===== config.mk =====
export PLATFORM = sky130hd
export DESIGN_NAME = pacman_move_ctrl
export DESIGN_NICKNAME = d
export VERILOG_FILES = /design/src/rtl/pacman_move_ctrl.sv
export SDC_FILE = /design/constraint.sdc
export NUM_CORES = 1
export LEC_CHECK = 0
export ABC_AREA = 1
export CAP_MARGIN = 20
export CORE_AREA = 2 2 114 116
export DETAILED_ROUTE_END_ITERATION = 8
export DIE_AREA = 0 0 116 118
export MAX_ROUTING_LAYER = met4
export PLACE_DENSITY = 0.77
export REMOVE_ABC_BUFFERS = 1
export SLEW_MARGIN = 20
export SYNTH_ARGS = -nofsm -noshare
export SYNTH_HDL_FRONTEND = slang
export SYNTH_SLANG_ARGS = --single-unit
export TNS_END_PERCENT = 100

===== constraint.sdc =====
create_clock -name CLOCK_50 -period 4.56 [get_ports CLOCK_50]
set_clock_uncertainty 0.1 [all_clocks]
set_input_delay 0.684 -clock CLOCK_50 [delete_from_list [all_inputs] [get_ports CLOCK_50]]
set_output_delay 0.684 -clock CLOCK_50 [all_outputs]
set_load 0.005 [all_outputs]

===== src/rtl/pacman_move_ctrl.sv =====
// rtl/pacman_move_ctrl.sv - Pac-Man move controller: buttons to wall-checked grid moves for the map writer
module pacman_move_ctrl #(
  parameter int COLS        = 40,
  parameter int ROWS        = 30,
  parameter int MOVE_PERIOD = 5000000,
  parameter int START_X     = 20,
  parameter int START_Y     = 22
) (
  input  logic              CLOCK_50,
  input  logic              reset,
  input  logic              up,
  input  logic              down,
  input  logic              left,
  input  logic              right,
  input  logic              done,
  input  logic [4*COLS-1:0] rddata,
  output logic [4:0]        rdaddr,
  output logic [5:0]        curr_pacman_x,
  output logic [4:0]        curr_pacman_y,
  output logic [5:0]        next_pacman_x,
  output logic [4:0]        next_pacman_y,
  output logic              ready,
  output logic [1:0]        heading
);

  localparam int CNT_W = (MOVE_PERIOD > 1) ? $clog2(MOVE_PERIOD) : 1;
  localparam logic [CNT_W-1:0] CNT_LAST = CNT_W'(MOVE_PERIOD - 1);
  localparam logic [5:0] X_MAX   = 6'(COLS - 1);
  localparam logic [4:0] Y_MAX   = 5'(ROWS - 1);
  localparam logic [5:0] X_START = 6'(START_X);
  localparam logic [4:0] Y_START = 5'(START_Y);

  localparam logic [1:0] DIR_UP    = 2'd0;
  localparam logic [1:0] DIR_DOWN  = 2'd1;
  localparam logic [1:0] DIR_LEFT  = 2'd2;
  localparam logic [1:0] DIR_RIGHT = 2'd3;

  localparam logic [3:0] CELL_WALL = 4'd1;

  typedef enum logic [2:0] {
    S_IDLE,
    S_CALC,
    S_RD1,
    S_RD2,
    S_CHECK,
    S_PRESENT
  } state_e;

  state_e           state_q, state_d;
  logic [CNT_W-1:0] tick_cnt_q, tick_cnt_d;
  logic             tick_pending_q, tick_pending_d;
  logic             req_valid_q, req_valid_d;
  logic [1:0]       req_dir_q, req_dir_d;
  logic [1:0]       heading_q, heading_d;
  logic [1:0]       cand_dir_q, cand_dir_d;
  logic             cand_is_req_q, cand_is_req_d;
  logic [5:0]       tgt_x_q, tgt_x_d;
  logic [4:0]       tgt_y_q, tgt_y_d;
  logic [4:0]       rdaddr_q, rdaddr_d;
  logic [5:0]       curr_x_q, curr_x_d, next_x_q, next_x_d;
  logic [4:0]       curr_y_q, curr_y_d, next_y_q, next_y_d;
  logic             ready_q, ready_d;

  logic       tick_wrap;
  logic       btn_any;
  logic [1:0] btn_dir;
  logic       req_clear;
  logic [1:0] sel_dir;
  logic [5:0] calc_x;
  logic [4:0] calc_y;
  logic [3:0] tgt_cell;

  assign tick_wrap = (tick_cnt_q == CNT_LAST);
  assign tick_cnt_d = tick_wrap ? '0 : tick_cnt_q + 1'b1;

  // Button priority encoder: up > down > left > right.
  always_comb begin
    btn_any = up | down | left | right;
    btn_dir = DIR_RIGHT;
    if (up)        btn_dir = DIR_UP;
    else if (down) btn_dir = DIR_DOWN;
    else if (left) btn_dir = DIR_LEFT;
  end

  // Request latch: any held button reloads it, even on the cycle it is consumed.
  always_comb begin
    req_valid_d = req_valid_q;
    req_dir_d   = req_dir_q;
    if (btn_any) begin
      req_valid_d = 1'b1;
      req_dir_d   = btn_dir;
    end else if (req_clear) begin
      req_valid_d = 1'b0;
    end
  end

  // First attempt uses the request if any; the retry from CHECK always uses the heading.
  assign sel_dir = (state_q == S_CALC && req_valid_q) ? req_dir_q : heading_q;

  // Target cell one step from curr in sel_dir, with tunnel wrap on every edge.
  always_comb begin
    calc_x = curr_x_q;
    calc_y = curr_y_q;
    case (sel_dir)
      DIR_UP:   calc_y = (curr_y_q == 5'd0)  ? Y_MAX : curr_y_q - 5'd1;
      DIR_DOWN: calc_y = (curr_y_q == Y_MAX) ? 5'd0  : curr_y_q + 5'd1;
      DIR_LEFT: calc_x = (curr_x_q == 6'd0)  ? X_MAX : curr_x_q - 6'd1;
      default:  calc_x = (curr_x_q == X_MAX) ? 6'd0  : curr_x_q + 6'd1;
    endcase
  end

  // Pick the 4-bit cell at the target column; column 0 sits in the top nibble.
  always_comb begin
    tgt_cell = 4'd0;
    for (int i = 0; i < COLS; i++) begin
      if (tgt_x_q == 6'(i)) tgt_cell = rddata[4*(COLS-1-i) +: 4];
    end
  end

  // Move FSM: next state plus all datapath register updates.
  always_comb begin
    state_d        = state_q;
    tick_pending_d = tick_pending_q | tick_wrap;
    req_clear      = 1'b0;
    heading_d      = heading_q;
    cand_dir_d     = cand_dir_q;
    cand_is_req_d  = cand_is_req_q;
    tgt_x_d        = tgt_x_q;
    tgt_y_d        = tgt_y_q;
    rdaddr_d       = rdaddr_q;
    curr_x_d       = curr_x_q;
    curr_y_d       = curr_y_q;
    next_x_d       = next_x_q;
    next_y_d       = next_y_q;
    ready_d        = ready_q;
    case (state_q)
      S_IDLE: begin
        if (tick_pending_q) begin
          tick_pending_d = tick_wrap;
          state_d        = S_CALC;
        end
      end
      S_CALC: begin
        cand_dir_d    = sel_dir;
        cand_is_req_d = req_valid_q;
        tgt_x_d       = calc_x;
        tgt_y_d       = calc_y;
        rdaddr_d      = calc_y;
        state_d       = S_RD1;
      end
      S_RD1: state_d = S_RD2;
      S_RD2: state_d = S_CHECK;
      S_CHECK: begin
        if (tgt_cell != CELL_WALL) begin
          next_x_d  = tgt_x_q;
          next_y_d  = tgt_y_q;
          heading_d = cand_dir_q;
          req_clear = 1'b1;
          ready_d   = 1'b1;
          state_d   = S_PRESENT;
        end else if (cand_is_req_q && cand_dir_q != heading_q) begin
          req_clear     = 1'b1;
          cand_dir_d    = heading_q;
          cand_is_req_d = 1'b0;
          tgt_x_d       = calc_x;
          tgt_y_d       = calc_y;
          rdaddr_d      = calc_y;
          state_d       = S_RD1;
        end else begin
          req_clear = cand_is_req_q;
          state_d   = S_IDLE;
        end
      end
      S_PRESENT: begin
        if (done) begin
          curr_x_d = next_x_q;
          curr_y_d = next_y_q;
          ready_d  = 1'b0;
          state_d  = S_IDLE;
        end
      end
      default: state_d = S_IDLE;
    endcase
  end

  // State and datapath registers; reset drops any move in flight.
  always_ff @(posedge CLOCK_50 or negedge reset) begin
    if (!reset) begin
      state_q        <= S_IDLE;
      tick_cnt_q     <= '0;
      tick_pending_q <= 1'b0;
      req_valid_q    <= 1'b0;
      req_dir_q      <= DIR_UP;
      heading_q      <= DIR_RIGHT;
      cand_dir_q     <= DIR_RIGHT;
      cand_is_req_q  <= 1'b0;
      tgt_x_q        <= X_START;
      tgt_y_q        <= Y_START;
      rdaddr_q       <= Y_START;
      curr_x_q       <= X_START;
      curr_y_q       <= Y_START;
      next_x_q       <= X_START;
      next_y_q       <= Y_START;
      ready_q        <= 1'b0;
    end else begin
      state_q        <= state_d;
      tick_cnt_q     <= tick_cnt_d;
      tick_pending_q <= tick_pending_d;
      req_valid_q    <= req_valid_d;
      req_dir_q      <= req_dir_d;
      heading_q      <= heading_d;
      cand_dir_q     <= cand_dir_d;
      cand_is_req_q  <= cand_is_req_d;
      tgt_x_q        <= tgt_x_d;
      tgt_y_q        <= tgt_y_d;
      rdaddr_q       <= rdaddr_d;
      curr_x_q       <= curr_x_d;
      curr_y_q       <= curr_y_d;
      next_x_q       <= next_x_d;
      next_y_q       <= next_y_d;
      ready_q        <= ready_d;
    end
  end

  assign rdaddr        = rdaddr_q;
  assign curr_pacman_x = curr_x_q;
  assign curr_pacman_y = curr_y_q;
  assign next_pacman_x = next_x_q;
  assign next_pacman_y = next_y_q;
  assign ready         = ready_q;
  assign heading       = heading_q;

endmodule


==> out/metrics.yaml <==
run_status:
  status: "finished clean"
timing:
  fmax_ghz: 0.2548
  layout_setup_ws_ns: 0.6359
  rsz0062_at_grt: "no"
  setup_violations: 0
  maxSlewHeadroom_pct: 38.05
  worst_slew_pin_slew_ns: 0.9292
  period_minus_slack_ns: 3.924
  final_hold_viol_count: 0
  maxSlewViolCount: 0
  setup_tns_ns: 0
  min_period_over_period_pct: 86.05
clocking:
  cts.sinks: 69
  cts_setup_buffers: 0
  clk_pin_slew_ns: 0.05
  cts_tree: "done"
  numCtsBuffers: 9
  cts_buffer_depth: 2
  htreeDepth: 3
  clk_latency_ns: 0.34
  cts_resized: 0
  root_buffer: "clkbuf_16"
  hold_buffers: 0
power_and_ir_drop:
  irDropWorstVdd_mv: 0.1965
  p_leak_nw: 3.483
  power_density_mw_per_mm2: 192.6
worst_hold_path:
  hp-class: "reg -> reg"
floorplan:
  fp.dieArea_mm2: 0.01369
  die_y_um: 118
  num_io_pins: 197
  core_mm2: 0.01241
  row_count: 41
  die_x_um: 116
  start_util_pct: 42.36
route:
  drc: 0
  wl_per_cell_um: 14.76
  dr.pass1.iters: 5
  vias: 6058
  post_drt_via_cell_ratio: 4.986
  antenna_left: 0
  drt_iter0_markers: 484
  wl_mm: 17.94
logic_synthesis:
  synth.most_common_cell: "nand2_1"
  synth_area_mm2: 0.005259
  ys.flop_type: "dfrtp_1"
  synth_top_cell_area_share_pct: 23.79
  synth.distinct_cells: 38
  ys_seq_area_share_pct: 33.29
  syn_inst: 841
  yosys-top-cells-count: "nand2_1, inv_1, nor2_1"
  ys_ff_latch: 69
  avgSynthCellArea_um2: 6.253
  yosys_warnings: 0
  synth_edf_count: 0
  yosys.area.top_type: "dfrtp_1"
  synth_area_leaders: "dfrtp_1, nand2_1, dfstp_2, inv_1, nor2_1"
  synthArstFlopShare_pct: 100.0
run:
  drv_cap: 0
place:
  hpwl_mm: 14.50
  port_buffers: 196
  globalplace.congestion: 1.005
  place_ws_ns: 0.4705
global_routing:
  grt_max_degree: 42
  grt_pass1_wl_mm: 27.99
  grt_util_all_layers_pct: 26.75
  antenna_found_initial: 0
  grt_pass1_vias: 5533
  grt_remaining_overflow: 0
critical_path:
  worstPathArrival_ns: 4.11
  crit_slowest_cell: "dfstp_2"
  crit_type: "reg -> reg"
  crit_path_max_fanout: 16
  cpPeakStageDelay_ns: 0.58
  cp-end-kind: "register"
  startpoint_type: "register"
  cpMostUsedCell: "nand4_1"
  crit_required_ns: 4.74
finish:
  n_fill_cell: 1186
  drive_gt1_share_pct: 6.040
  area_delta_synth_final_pct: 46.23
  diodes: 0
  fin_nets: 1213
  multiInputGateArea_mm2: 0.002945
  final-seq-area_mm2: 0.001750
## flip-flops by register name (all words and copies together) (netlist names)
signal and flops:
curr_pacman_y 5, curr_pacman_x 6, next_pacman_x 6, tick_pending_q 1
cand_dir_q 2, cand_is_req_q 1, tgt_x_q 6, rdaddr 5
next_pacman_y 5, heading 2, state_q 3, tick_cnt_q 23
req_dir_q 2, req_valid_q 1, ready 1
## worst paths after layout
kind | startpoint | endpoint | slack (ns) | cells after the start
min in group asynchronous | reset | tick_cnt_q[2] | 0.39 | 1
max in group asynchronous | reset | next_pacman_x[2] | 3.02 | 2
max reg2reg | tgt_x_q[4] | tgt_x_q[4] | 0.64 | 28
min reg2reg | tick_cnt_q[19] | tick_cnt_q[19] | 0.36 | 1
max | tgt_x_q[4] | tgt_x_q[4] | 0.64 | 28
min | tick_cnt_q[19] | tick_cnt_q[19] | 0.36 | 1
## where the power goes
| group | internal [mW] | total (mW) | switching, mW |
|---|---|---|---|
| registers | 0.615 | 0.615 | 0.000701 |
| logic | 0.135 | 0.189 | 0.0538 |
| clock network | 0.427 | 0.677 | 0.250 |
| total | 1.18 | 1.48 | 0.305 |
## stage by stage
step	cell area (um2)	util [%]	power [mW]	cells	hold slack (ns)
3_5_place_dp	7387	59.50	0.8137	1199	0.3588
5_1_grt	7690	61.94	1.533	1215	0.3880
3_3_place_gp	7387	59.50	0.8141	1199	0.3558
6_report	7690	61.94	1.481	1215	0.3637
2_1_floorplan	5192	-	0.6488	828	0.2884
4_1_cts	7680	61.86	1.493	1215	0.3672
## routing by layer
layer  global-route usage [%]  wire [um]  vias to the layer above
li1                         -          -                     3086
met1                    36.78       8033                     2756
met2                    41.08       8432                      187
met3                    5.407       1134                       29
met4                    5.580        337                        0
met5                        -          0                        -
## critical path: cells and delay by family, from the launching register on
| kind | cells | cell delay, ns |
|---|---|---|
| compound gates | 1 | 0.15 |
| buf+inv | 1 | 0.22 |
| flops | 1 | 0.58 |
| simple gates | 26 | 2.83 |
## logic make-up (layout without fill, tap and decap cells)
group,count (synthesis),after routing,share of synthesized area [%]
AO/OA/AOI/OAI,83,83,8.922
AND/OR/NAND/NOR,523,523,43.33
XOR/XNOR,10,10,1.665
flip-flops,69,69,33.29
buffers and inverters,148,350,10.90
adder cells (fa/ha/maj),8,8,1.903
## area by class of cell
cell class / instances / share of cell area [%]
Multi-Input combinational cell: 624 / 38.30
Timing Repair Buffer: 199 / 25.74
Sequential cell: 69 / 22.76
Inverter: 135 / 6.590
Clock buffer: 15 / 3.742
Tap cell: 172 / 2.799
Clock inverter: 1 / 0.06508
## placed cells by master (no fill, tap or decap), types with 16 or more instances in the layout
cell             Yosys  layout
nand2_1            251     251
clkdlybuf4s50_1      0     195
inv_1              128     128
nor2_1             121     121
nand3_1             55      55
dfrtp_1             50      50
nand4_1             43      43
o21ai_0             40      40
a21oi_1             24      24
dfstp_2             19      19
nor3_1              17      16
Note: power is estimated with default switching activity, not from simulation.
